==> src/rtl/muldiv_sequencer.sv <==
// Iterative HI/LO multiply/divide unit beside the EX stage: 32-step shift-add
// multiply, 32-step restoring divide, sign fix-up, and ownership of HI/LO.
module muldiv_sequencer #(
  parameter int WIDTH = 32,
  parameter int CNT_W = 5
) (
  input  logic             clk,
  input  logic             rst_n,
  input  logic             start,
  input  logic [1:0]       op,
  input  logic [WIDTH-1:0] opa,
  input  logic [WIDTH-1:0] opb,
  input  logic             mf_req,
  input  logic             mthi_we,
  input  logic             mtlo_we,
  input  logic [WIDTH-1:0] mt_data,
  input  logic             abort,
  output logic [WIDTH-1:0] hi,
  output logic [WIDTH-1:0] lo,
  output logic             busy,
  output logic             done,
  output logic             div_zero,
  output logic             stall,
  output logic [1:0]       dbg_state
);

  typedef enum logic [1:0] {
    IDLE = 2'd0,
    CALC = 2'd1,
    FIX  = 2'd2,
    DONE = 2'd3
  } state_e;

  state_e             state_q, state_d;
  logic [CNT_W-1:0]   cnt_q, cnt_d;
  logic               is_div_q, is_div_d;
  logic [WIDTH-1:0]   a_q, a_d;      // multiplicand or divisor magnitude
  logic [WIDTH-1:0]   q_q, q_d;      // multiplier/product-low or dividend/quotient
  logic [WIDTH-1:0]   acc_q, acc_d;  // product-high or partial remainder
  logic               neg_res_q, neg_res_d;
  logic               neg_rem_q, neg_rem_d;
  logic               bzero_q, bzero_d;
  logic [WIDTH-1:0]   hi_q, hi_d;
  logic [WIDTH-1:0]   lo_q, lo_d;
  logic               done_q, done_d;
  logic               div_zero_q, div_zero_d;

  // Operand magnitudes for signed ops (MULT/DIV have op[0]==0)
  logic               signed_op;
  logic               a_neg, b_neg;
  logic [WIDTH-1:0]   mag_a, mag_b;

  assign signed_op = ~op[0];
  assign a_neg     = signed_op & opa[WIDTH-1];
  assign b_neg     = signed_op & opb[WIDTH-1];
  assign mag_a     = a_neg ? -opa : opa;
  assign mag_b     = b_neg ? -opb : opb;

  // One multiply step: add multiplicand if LSB set, then shift {acc,q} right
  logic [WIDTH:0]     mul_sum;
  assign mul_sum = {1'b0, acc_q} + {1'b0, (q_q[0] ? a_q : {WIDTH{1'b0}})};

  // One restoring divide step on the WIDTH+1 bit shifted remainder
  logic [WIDTH:0]     div_shift;
  logic               div_ge;
  logic [WIDTH-1:0]   div_sub;
  assign div_shift = {acc_q, q_q[WIDTH-1]};
  assign div_ge    = (div_shift >= {1'b0, a_q});
  assign div_sub   = div_shift[WIDTH-1:0] - a_q;

  // Sign correction applied in FIX
  logic [2*WIDTH-1:0] prod, prod_fix;
  logic [WIDTH-1:0]   quo_fix, rem_fix;
  assign prod     = {acc_q, q_q};
  assign prod_fix = neg_res_q ? -prod : prod;
  assign quo_fix  = neg_res_q ? -q_q : q_q;
  assign rem_fix  = neg_rem_q ? -acc_q : acc_q;

  always_comb begin
    state_d    = state_q;
    cnt_d      = cnt_q;
    is_div_d   = is_div_q;
    a_d        = a_q;
    q_d        = q_q;
    acc_d      = acc_q;
    neg_res_d  = neg_res_q;
    neg_rem_d  = neg_rem_q;
    bzero_d    = bzero_q;
    hi_d       = hi_q;
    lo_d       = lo_q;
    done_d     = 1'b0;
    div_zero_d = div_zero_q;

    case (state_q)
      IDLE: begin
        if (start && !abort) begin
          state_d   = CALC;
          is_div_d  = op[1];
          a_d       = op[1] ? mag_b : mag_a;
          q_d       = op[1] ? mag_a : mag_b;
          acc_d     = '0;
          cnt_d     = '0;
          neg_res_d = a_neg ^ b_neg;
          neg_rem_d = a_neg;
          bzero_d   = (opb == '0);
        end else if (!start) begin
          // A start on the same edge would win; MT writes only land when idle
          if (mthi_we) hi_d = mt_data;
          if (mtlo_we) lo_d = mt_data;
        end
      end

      CALC: begin
        if (abort) begin
          state_d = IDLE;
        end else begin
          cnt_d = cnt_q + 1'b1;
          if (is_div_q) begin
            acc_d = div_ge ? div_sub : div_shift[WIDTH-1:0];
            q_d   = {q_q[WIDTH-2:0], div_ge};
          end else begin
            acc_d = mul_sum[WIDTH:1];
            q_d   = {mul_sum[0], q_q[WIDTH-1:1]};
          end
          if (cnt_q == CNT_W'(WIDTH - 1)) state_d = FIX;
        end
      end

      FIX: begin
        if (abort) begin
          state_d = IDLE;
        end else begin
          state_d = DONE;
          done_d  = 1'b1;
          if (is_div_q) begin
            // Zero divisor leaves |opa| in the remainder; re-signing restores raw opa
            lo_d       = bzero_q ? {WIDTH{1'b1}} : quo_fix;
            hi_d       = rem_fix;
            div_zero_d = bzero_q;
          end else begin
            hi_d = prod_fix[2*WIDTH-1:WIDTH];
            lo_d = prod_fix[WIDTH-1:0];
          end
        end
      end

      DONE: state_d = IDLE;

      default: state_d = IDLE;
    endcase
  end

  always_ff @(posedge clk or negedge rst_n) begin
    if (!rst_n) begin
      state_q    <= IDLE;
      cnt_q      <= '0;
      is_div_q   <= 1'b0;
      a_q        <= '0;
      q_q        <= '0;
      acc_q      <= '0;
      neg_res_q  <= 1'b0;
      neg_rem_q  <= 1'b0;
      bzero_q    <= 1'b0;
      hi_q       <= '0;
      lo_q       <= '0;
      done_q     <= 1'b0;
      div_zero_q <= 1'b0;
    end else begin
      state_q    <= state_d;
      cnt_q      <= cnt_d;
      is_div_q   <= is_div_d;
      a_q        <= a_d;
      q_q        <= q_d;
      acc_q      <= acc_d;
      neg_res_q  <= neg_res_d;
      neg_rem_q  <= neg_rem_d;
      bzero_q    <= bzero_d;
      hi_q       <= hi_d;
      lo_q       <= lo_d;
      done_q     <= done_d;
      div_zero_q <= div_zero_d;
    end
  end

  // Handshake: a request (start/mf_req/mthi_we/mtlo_we) is accepted only when
  // stall is low; while busy the pipeline must hold it until stall drops.
  assign hi        = hi_q;
  assign lo        = lo_q;
  assign busy      = (state_q != IDLE);
  assign done      = done_q;
  assign div_zero  = div_zero_q;
  assign stall     = busy & (start | mf_req | mthi_we | mtlo_we);
  assign dbg_state = state_q;

endmodule
==> config.mk <==
export PLATFORM = sky130hd
export DESIGN_NAME = muldiv_sequencer
export DESIGN_NICKNAME = d
export VERILOG_FILES = /design/src/rtl/muldiv_sequencer.sv
export SDC_FILE = /design/constraint.sdc
export NUM_CORES = 1
export LEC_CHECK = 0
export ABC_AREA = 1
export ABC_CLOCK_PERIOD_IN_PS = 3000
export CELL_PAD_IN_SITES_DETAIL_PLACEMENT = 1
export CELL_PAD_IN_SITES_GLOBAL_PLACEMENT = 2
export CORE_MARGIN = 2
export CORE_UTILIZATION = 31
export CTS_CLUSTER_DIAMETER = 40
export DETAILED_ROUTE_END_ITERATION = 6
export PLACE_DENSITY = 0.82
export SETUP_SLACK_MARGIN = 0.1
export SLEW_MARGIN = 25
export SYNTH_ARGS = -nofsm -noshare
export SYNTH_HDL_FRONTEND = slang
export SYNTH_SLANG_ARGS = --single-unit
==> constraint.sdc <==
create_clock -name clk -period 3 [get_ports clk]
set_input_delay 0.6 -clock clk [delete_from_list [all_inputs] [get_ports clk]]
set_output_delay 0.6 -clock clk [all_outputs]
set_load 0.005 [all_outputs]
=== After elaboration in Yosys (flattened, before gate mapping) ===
Index checks and enable logic that the tools add are counted.

* Register bits after elaboration: 173
* Output and inout bits: 70
* Logic and storage cells: 96

* Add/subtract/negate cells: 8
* $lt $le $gt $ge: 1
* Equal/unequal tests: 12
* Muxes and demuxes: 40
* Bitwise gates (word level): 9
* Reduce and logical (&&, ||, !) cells: 13

{| class="wikitable"
|+ Operators with widths
! cell !! count
|-
| $mux W32 || 25
|-
| $pmux W32 S2 || 4
|-
| $neg A32 Y32 || 4
|-
| $mux W64 || 1
|-
| $neg A64 Y64 || 1
|-
| $add A32 B32 Y33 || 1
|-
| $ge A33 B32 Y1 || 1
|-
| $logic_not A32 Y1 || 1
|-
| $sub A32 B32 Y32 || 1
|-
| $ne A2 B2 Y1 const B || 7
|-
| $mux W5 || 2
|-
| $pmux W5 S2 || 1
|-
| $reduce_and A5 Y1 || 2
|-
| $mux W2 || 4
|-
| $pmux W2 S4 || 1
|-
| $reduce_and A3 Y1 || 2
|-
| $reduce_bool A2 Y1 || 3
|-
| $add A5 B1 Y5 const B || 1
|-
| $eq A5 B5 Y1 const B || 1
|-
| $eq A2 B2 Y1 const B || 2
|-
| $reduce_and A2 Y1 || 2
|-
| $and A1 B1 Y1 || 3
|-
| $ne A3 B3 Y1 const B || 1
|-
| $or A1 B1 Y1 || 3
|-
| 7 further kinds || 9
|}

=== Logic depth before layout (Yosys ltp) ===
Gate-level depths: netlist of the first run.

* Depth after elaboration: 6
* Depth in mapped cells: 19

=== Worst setup path before layout of the first run ===
Ideal clock, no wire load.

* Path kind: register to register
* Start: register q_q[0]
* End: register acc_q[29]
* Library setup time: 0.117 ns
* Arrival time: 2.483 ns
* Required time: 2.883 ns
* Slack: 0.400 ns
* Stages on the path, launching flop included: 18
* Path buffers: 2
* Period minus slack after synthesis: 2.600 ns
* Path through: dfrtp_1 buf_2 clkbuf_1 nand2_1 inv_1 ha_1 inv_1 fa_1 o21ai_0 nand2_1 nand2_1 nand2_1 nand2_1 nand2_1 nand3_1 nand3_1 nand3_1 nand2_1

* Cells in the longest elaborated chain, start to end: 5

{| class="wikitable"
|+ Ends and longest elaborated chain
! what !! line !! text
|-
| start, declared || 38 || <nowiki>logic [WIDTH-1:0] q_q, q_d;</nowiki>
|-
| start signal, assigned || 173 || <nowiki>q_q <= q_d;</nowiki>
|-
| $mux W32 || 61 || <nowiki>assign mul_sum = {1'b0, acc_q} + {1'b0, (q_q[0] ? a_q : {WIDTH{1'b0}})};</nowiki>
|-
| $add A32 B32 Y33 || 61 ||
|-
| $mux W32 || 118 || <nowiki>if (is_div_q) begin</nowiki>
|-
| $mux W32 || 114 || <nowiki>if (abort) begin</nowiki>
|-
| $pmux W32 S2 || 94 || <nowiki>case (state_q)</nowiki>
|-
| end signal, assigned || 160 || <nowiki>acc_q <= '0;</nowiki>
|-
| end signal, assigned || 174 || <nowiki>acc_q <= acc_d;</nowiki>
|-
| end, declared || 39 || <nowiki>logic [WIDTH-1:0] acc_q, acc_d;</nowiki>
|}

No other way between the ends. The select of a mux whose other input is x is not followed.
A chain may end at the register's enable or synchronous reset.

=== Final worst setup path of the first run ===
Ends and elaborated chain as after synthesis.

==> impl_metrics.py, run 1 <==
metrics = {
    "clocking": {
        "cts-root-buf": "clkbuf_16",
        "cts_max_level": 4,
        "clock_latency_ns": 0.50,
        "cts_buffers": 17,
        "cts.clk_slew.worst_paths_ns": 0.09,
        "cts.sinks": 173,
        "cts_tree": "done",
        "cts_buffer_depth": 2,
    },
    "route": {
        "viasPerCell": 5.344,
        "drc": 0,
        "first_pass_iters": 6,
        "drt-wirelength-per-cell_um": 23.16,
        "wl_um": 95920,
        "vias": 22135,
        "ant_nets": 0,
        "drt_iter0_drc": 1634,
    },
    "timing": {
        "report.final.slew_viol_count": 0,
        "slew_headroom_pct": 39.32,
        "tightest_slew_ns": 0.9089,
        "rsz0062_at_grt": "yes",
        "setup_viol": 0,
        "hold_viol_final": 0,
        "finalClockSkew_ns": 0.02233,
        "finalCritPeriodShare_pct": 94.51,
        "tns_ns": 0,
        "period_needed_ns": 2.835,
        "fmax_mhz": 352.7,
        "layout_setup_ws_ns": 0.1648,
    },
    "setup_path": {
        "critical_path_class": "flop to flop",
        "worstSetupStartpointType": "flop",
        "crit_path_max_incr_delay_ns": 0.46,
        "slowest_stage": "fa_1",
        "timing.critical_path.to_type": "flop",
        "path_cells": "nand2_1 > inv_1 > ha_1 > inv_1 > fa_1 > o21ai_0 > buf_4 > nand2_1 > nand2_1 > nand2_1 > nand2_1 > nand2_1 > nand3_1 > nand3_1 > nand3_1 > nand2_1",
        "crit_arrival_ns": 3.24,
        "worstPathMaxFanout": 7,
        "cpMostUsedCell": "nand2_1",
        "worstPathRequired_ns": 3.40,
    },
    "yosys": {
        "postSynthCellCount": 3151,
        "synth-seq-cells": 173,
        "avgSynthCellArea_sq_um": 5.813,
        "yosys_warnings": 0,
        "seq_area_frac_synth_pct": 23.64,
        "ys_types": 51,
        "async_flop_share_pct": 100.0,
        "synth_edf_count": 0,
        "syn_area_sq_mm": 0.01832,
        "syn_nets": 3328,
        "synthFlopType": "dfrtp_1",
    },
    "status": {
        "outcome": "complete, no violations",
    },
    "power_and_ir_drop": {
        "peakVddDrop_v": 0.0005432,
        "p_per_area_mw_per_mm2": 1105,
        "leakagePower_uw": 0.01092,
    },
    "global_route": {
        "grtUsageTotal_pct": 31.22,
        "grt-ovfl-total": 0,
        "grt_pass1_wl_um": 140800,
        "antenna_found_initial": 2,
        "grt_max_degree": 74,
        "grt_pass1_vias": 22165,
    },
    "finish": {
        "n_antenna_cell": 0,
        "drive_gt1_share_pct": 6.263,
        "final_nets": 3533,
        "synthToLayoutAreaGrowth_pct": 20.95,
    },
    "worst_hold_path": {
        "hold_path_class": "primary input to asynchronous set/reset pin",
    },
    "placed_design": {
        "dp_slack_ns": -0.02786,
        "io_buffers": 174,
        "place_congestion": 0.9593,
        "hpwl_um": 80430,
    },
    "floorplanning": {
        "core_area_sq_mm": 0.05869,
        "initial_core_util_pct": 31.21,
        "rows": 89,
        "die_area_sq_mm": 0.06105,
        "pin_count": 175,
        "die-width_um": 247.1,
        "die_h_um": 247.1,
    },
    "run": {
        "drv_cap": 0,
    },
}
==> kinds of logic after synthesis <==
logic type	count (synthesis)	synth area share, %
xor gates and xnor gates	65	3.108
buffers and inverters	540	11.44
adders and majority gates	72	5.000
and+or+nand+nor	1782	41.03
DFF	173	23.64
AOI/OAI and AO/OA	518	15.73
muxes	1	0.06148
==> power breakdown <==
group	internal [uW]	total, uW	switching, uW
clock	1130	2370	1240
sequential	3400	4620	1220
combinational	5900	17500	11600
total	10400	24500	14100
==> cell type report <==
| cell class | count | area [sq um] |
|---|---|---|
| well taps | 773 | 967.2 |
| clock buffers | 18 | 429.2 |
| inverters | 439 | 1648 |
| clock inverters | 14 | 162.7 |
| multi-input cells | 2438 | 11930 |
| repair buffers | 287 | 2683 |
| flip-flops and latches | 173 | 4337 |
| fillers | 7879 | 36530 |
==> placed cells by master (no fill, tap or decap), types with 13 or more instances in the layout <==
master           netlist  routed
o221ai_1              17      17
a31oi_1               20      20
nand2_1              901     900
inv_1                422     422
nor3_1                27      26
nor2_1               412     408
nand3_1              322     322
ha_1                  70      69
inv_2                 15      15
o21ai_0              158     156
o21ai_1               24      25
nand4_1               49      49
a21oi_1              226     224
nor2_2                10      13
a22oi_1               13      13
o21bai_1              14      14
nand3b_1              23      23
xnor2_1               22      22
clkbuf_16              0      17
clkdlybuf4s50_1        0     173
buf_4                  3     105
xor2_1                43      43
o211ai_1              27      27
dfrtp_1              173     167
==> per-stage QoR <==
stage,hold WS (ns),total power (uW),std cells,area (sq um),utilization (%)
5_1_grt,0.04509,26470,4142,22150,37.75
4_1_cts,0.02307,24300,4140,22110,37.67
6_report,0.03009,24490,4142,22150,37.75
3_3_place_gp,0.4702,21510,4108,21520,36.67
3_5_place_dp,0.4756,21840,4108,21520,36.67
2_1_floorplan,0.3044,14660,3151,18320,-
==> per-layer routing <==
metal	vias to the layer above	wire length, um	track usage [%]
li1	10592	-	-
met1	10827	43460	42.10
met2	608	44120	51.10
met3	108	5203	4.233
met4	0	3132	10.45
met5	-	0	0
==> sequential cells by signal, summed over array words and instances (netlist names) <==
signal and cells:
a_q 32, acc_q 32, hi 32, lo 32, q_q 32, cnt_q 5
dbg_state 2, bzero_q 1, div_zero 1, done 1, is_div_q 1, neg_rem_q 1
neg_res_q 1
==> synth_stat cells (4+ instances only) <==
library cell  instances  area [sq um]
buf_1                19         71.32
inv_1               422          1584
xnor2_1              22         192.7
a21boi_0              4         30.03
o21bai_1             14         105.1
o211ai_1             27         202.7
nor2_1              412          1546
ha_1                 70         875.8
and3_1                4         25.02
a21o_1                4         30.03
a21oi_1             226          1131
nand2_2               7         43.79
nand3_1             322          1612
nor2_4                7         78.83
nand4_1              49         306.5
a22oi_1              13         97.59
a31oi_1              20         125.1
o21ai_0             158         790.8
nand3b_1             23         172.7
o21ai_1              24         120.1
and2_1                6         37.54
inv_2                15         56.30
nor2_2               10         62.56
clkbuf_1             58         217.7
xor2_1               43         376.6
o221ai_1             17         148.9
nor3_1               27         135.1
buf_2                16         80.08
buf_6                 5         56.30
nand2_1             901          3382
dfrtp_1             173          4329
==> final timing paths <==
check,start,to,slack [ns],cells past startpoint
setup / recovery,q_q[0]$_DFFE_PN0P_,acc_q[29]$_DFFE_PN0P_,0.16,16
min in group clk,lo[12]$_DFFE_PN0P_,lo[12]$_DFFE_PN0P_,0.49,2
hold / removal,rst_n,hi[15]$_DFFE_PN0P_,0.03,1
hold reg to reg,lo[12]$_DFFE_PN0P_,lo[12]$_DFFE_PN0P_,0.49,2
max in group asynchronous,rst_n,a_q[14]$_DFFE_PN0P_,2.12,2
setup reg to reg,q_q[0]$_DFFE_PN0P_,acc_q[29]$_DFFE_PN0P_,0.16,16
==> repair_timing <==
item / CTS / global route
buffers inserted: 0 / 2
gates resized for setup: 0 / 15
hold buffers: 0 / 0
setup endpoints to repair: 0 / 27
==> critical path: cells and delay by family (launching register included) <==
kind	cells	cell delay, ns
simple gates	10	1.10
fa+ha+maj	2	0.69
flops	1	0.43
buf+inv	3	0.31
compound gates	1	0.20
Power figures use the tool's default switching activity.
==> run 2: changes to the inputs <==
--- a/config.mk
+++ b/config.mk
@@ -9,7 +9,7 @@
 export ABC_CLOCK_PERIOD_IN_PS = 3000
 export CELL_PAD_IN_SITES_DETAIL_PLACEMENT = 1
 export CELL_PAD_IN_SITES_GLOBAL_PLACEMENT = 2
-export CORE_MARGIN = 2
+export CORE_MARGIN = 4
 export CORE_UTILIZATION = 31
 export CTS_CLUSTER_DIAMETER = 40
 export DETAILED_ROUTE_END_ITERATION = 6
==> impl_metrics.py, run 2 (same netlist as run 1, synthesis figures left out) <==
metrics = {
    "floorplanning": {
        "initial_core_util_pct": 31.51,
        "core_area_sq_mm": 0.05814,
        "die_area_sq_mm": 0.06304,
        "pin_count": 175,
        "die-width_um": 251.1,
        "die_h_um": 251.1,
        "rows": 88,
    },
    "timing": {
        "holdWs_ns": 0.1191,
        "report.final.slew_viol_count": 0,
        "rsz0062_at_grt": "no",
        "finalClockSkew_ns": 0.01635,
        "period_needed_ns": 2.836,
        "hold_viol_final": 0,
        "finalCritPeriodShare_pct": 94.53,
        "slew_headroom_pct": 38.25,
        "tightest_slew_ns": 0.9263,
        "setup_viol": 0,
        "fmax_mhz": 352.6,
        "layout_setup_ws_ns": 0.1641,
    },
    "clocking": {
        "cts_hold_buf": 0,
        "cts_buffers": 17,
        "cts.clk_slew.worst_paths_ns": 0.09,
        "cts_buffer_depth": 2,
        "cts-root-buf": "clkbuf_16",
        "cts_tree": "done",
        "clock_latency_ns": 0.50,
        "cts.sinks": 173,
        "cts_max_level": 4,
    },
    "power_and_ir_drop": {
        "peakVddDrop_v": 0.0005213,
        "leakagePower_uw": 0.01096,
        "p_per_area_mw_per_mm2": 1111,
        "power.total_uw": 24680,
    },
    "route": {
        "wl_um": 98250,
        "ant_nets": 0,
        "drt-wirelength-per-cell_um": 23.74,
        "first_pass_iters": 6,
        "drc": 0,
        "viasPerCell": 5.392,
        "drt_iter0_drc": 1776,
        "vias": 22313,
    },
    "global_route": {
        "antenna_found_initial": 2,
        "top_usage_layer": "met2",
        "grt_pass1_wl_um": 145000,
        "grtUsageTotal_pct": 30.26,
        "grt_pass1_vias": 22717,
        "use_met3_pct": 4.200,
        "grt_max_degree": 72,
        "use_met2_pct": 49.32,
        "grt-ovfl-total": 0,
        "met1_usage_pct": 40.31,
    },
    "finish": {
        "final_cells": 4138,
        "layout_common_cells": "nand2_1, inv_1, nor2_1",
        "final_nets": 3536,
        "synthToLayoutAreaGrowth_pct": 21.29,
        "final_common_cell": "nand2_1",
        "fillers": 7793,
        "fin_util_pct": 38.21,
        "drive_gt1_share_pct": 6.524,
    },
    "setup_path": {
        "worstSetupStartpointType": "flop",
        "timing.critical_path.to_type": "flop",
        "worst-r2r-cell-count": 15,
        "crit_arrival_ns": 3.23,
        "crit_start": "a_q[6]$_DFFE_PN0P_",
        "critical_path_class": "flop to flop",
        "worstPathMaxFanout": 23,
        "reg2reg_from": "a_q[6]$_DFFE_PN0P_",
        "worstPathRequired_ns": 3.39,
    },
    "placed_design": {
        "dp_cells": 4104,
        "io_buffers": 174,
        "dp_slack_ns": -0.02705,
        "hpwl_um": 82430,
        "place_congestion": 1.013,
    },
    "run": {
        "drv_cap": 0,
    },
    "worst_hold_path": {
        "hold_path_class": "primary input to asynchronous set/reset pin",
    },
    "status": {
        "outcome": "complete, no violations",
    },
}
[run 2: routing by layer]
metal  share of wire, %  wire length (um)  vias to the layer above
met5              0.010                10                        -
met4                4.5              4426                        2
met3                6.0              5848                      165
met2                 46             44770                      713
met1                 44             43190                    10820
li1                   -                 -                    10613
[run 2: stage by stage]
stage                     instance area [sq um]   TNS, ns
after global placement                    21550         0
after detailed placement                  21550  -0.02705
final                                     22220         0
after floorplan                           18320         0
after CTS                                 22160         0
after global routing                      22210         0
[run 2: worst max-delay path, stage by stage (launching register included)]
cell     delay (ns)
dfrtp_1        0.52
inv_1          0.08
ha_1           0.36
nand2_1        0.11
nor2_1         0.20
nand2_1        0.08
nor2_1         0.19
nand2_2        0.14
nor2_4         0.12
nor2_4         0.06
buf_4          0.16
a21oi_4        0.17
buf_12         0.20
nand2_1        0.16
nand2_1        0.12
o21ai_1        0.06
[run 2: what timing repair did]
| action | in CTS | in global routing |
|---|---|---|
| setup buffers | 0 | 1 |
| setup endpoints to repair | 6 | 26 |
| pin swaps | 0 | 1 |
| resized for setup | 3 | 16 |
[run 2: final cells by class]
cell class | instances | area (sq um) | share of cell area, %
clock inverters | 14 | 168.9 | 0.7603
repair buffers | 290 | 2714 | 12.22
flip-flops and latches | 173 | 4334 | 19.51
inverters | 439 | 1648 | 7.417
well taps | 765 | 957.2 | 4.308
clock buffers | 18 | 439.2 | 1.977
multi-input cells | 2438 | 11950 | 53.80
diodes | 1 | 2.502 | 0.01126
[run 2: worst paths after layout]
check	slack, ns	endpoint
max in group asynchronous	2.10	dbg_state[0]$_DFFE_PN0P_
min in group clk	0.50	lo[20]$_DFFE_PN0P_
worst max-delay path	0.16	acc_q[17]$_DFFE_PN0P_
worst max register to register	0.16	acc_q[17]$_DFFE_PN0P_
worst min-delay path	0.12	hi[31]$_DFFE_PN0P_
worst min register to register	0.50	lo[20]$_DFFE_PN0P_
[run 2: power breakdown]
part	internal [uW]	switching [uW]	total, uW
clock	1150	1260	2410
sequential	3400	1210	4610
combinational	5900	11800	17700
total	10400	14200	24700
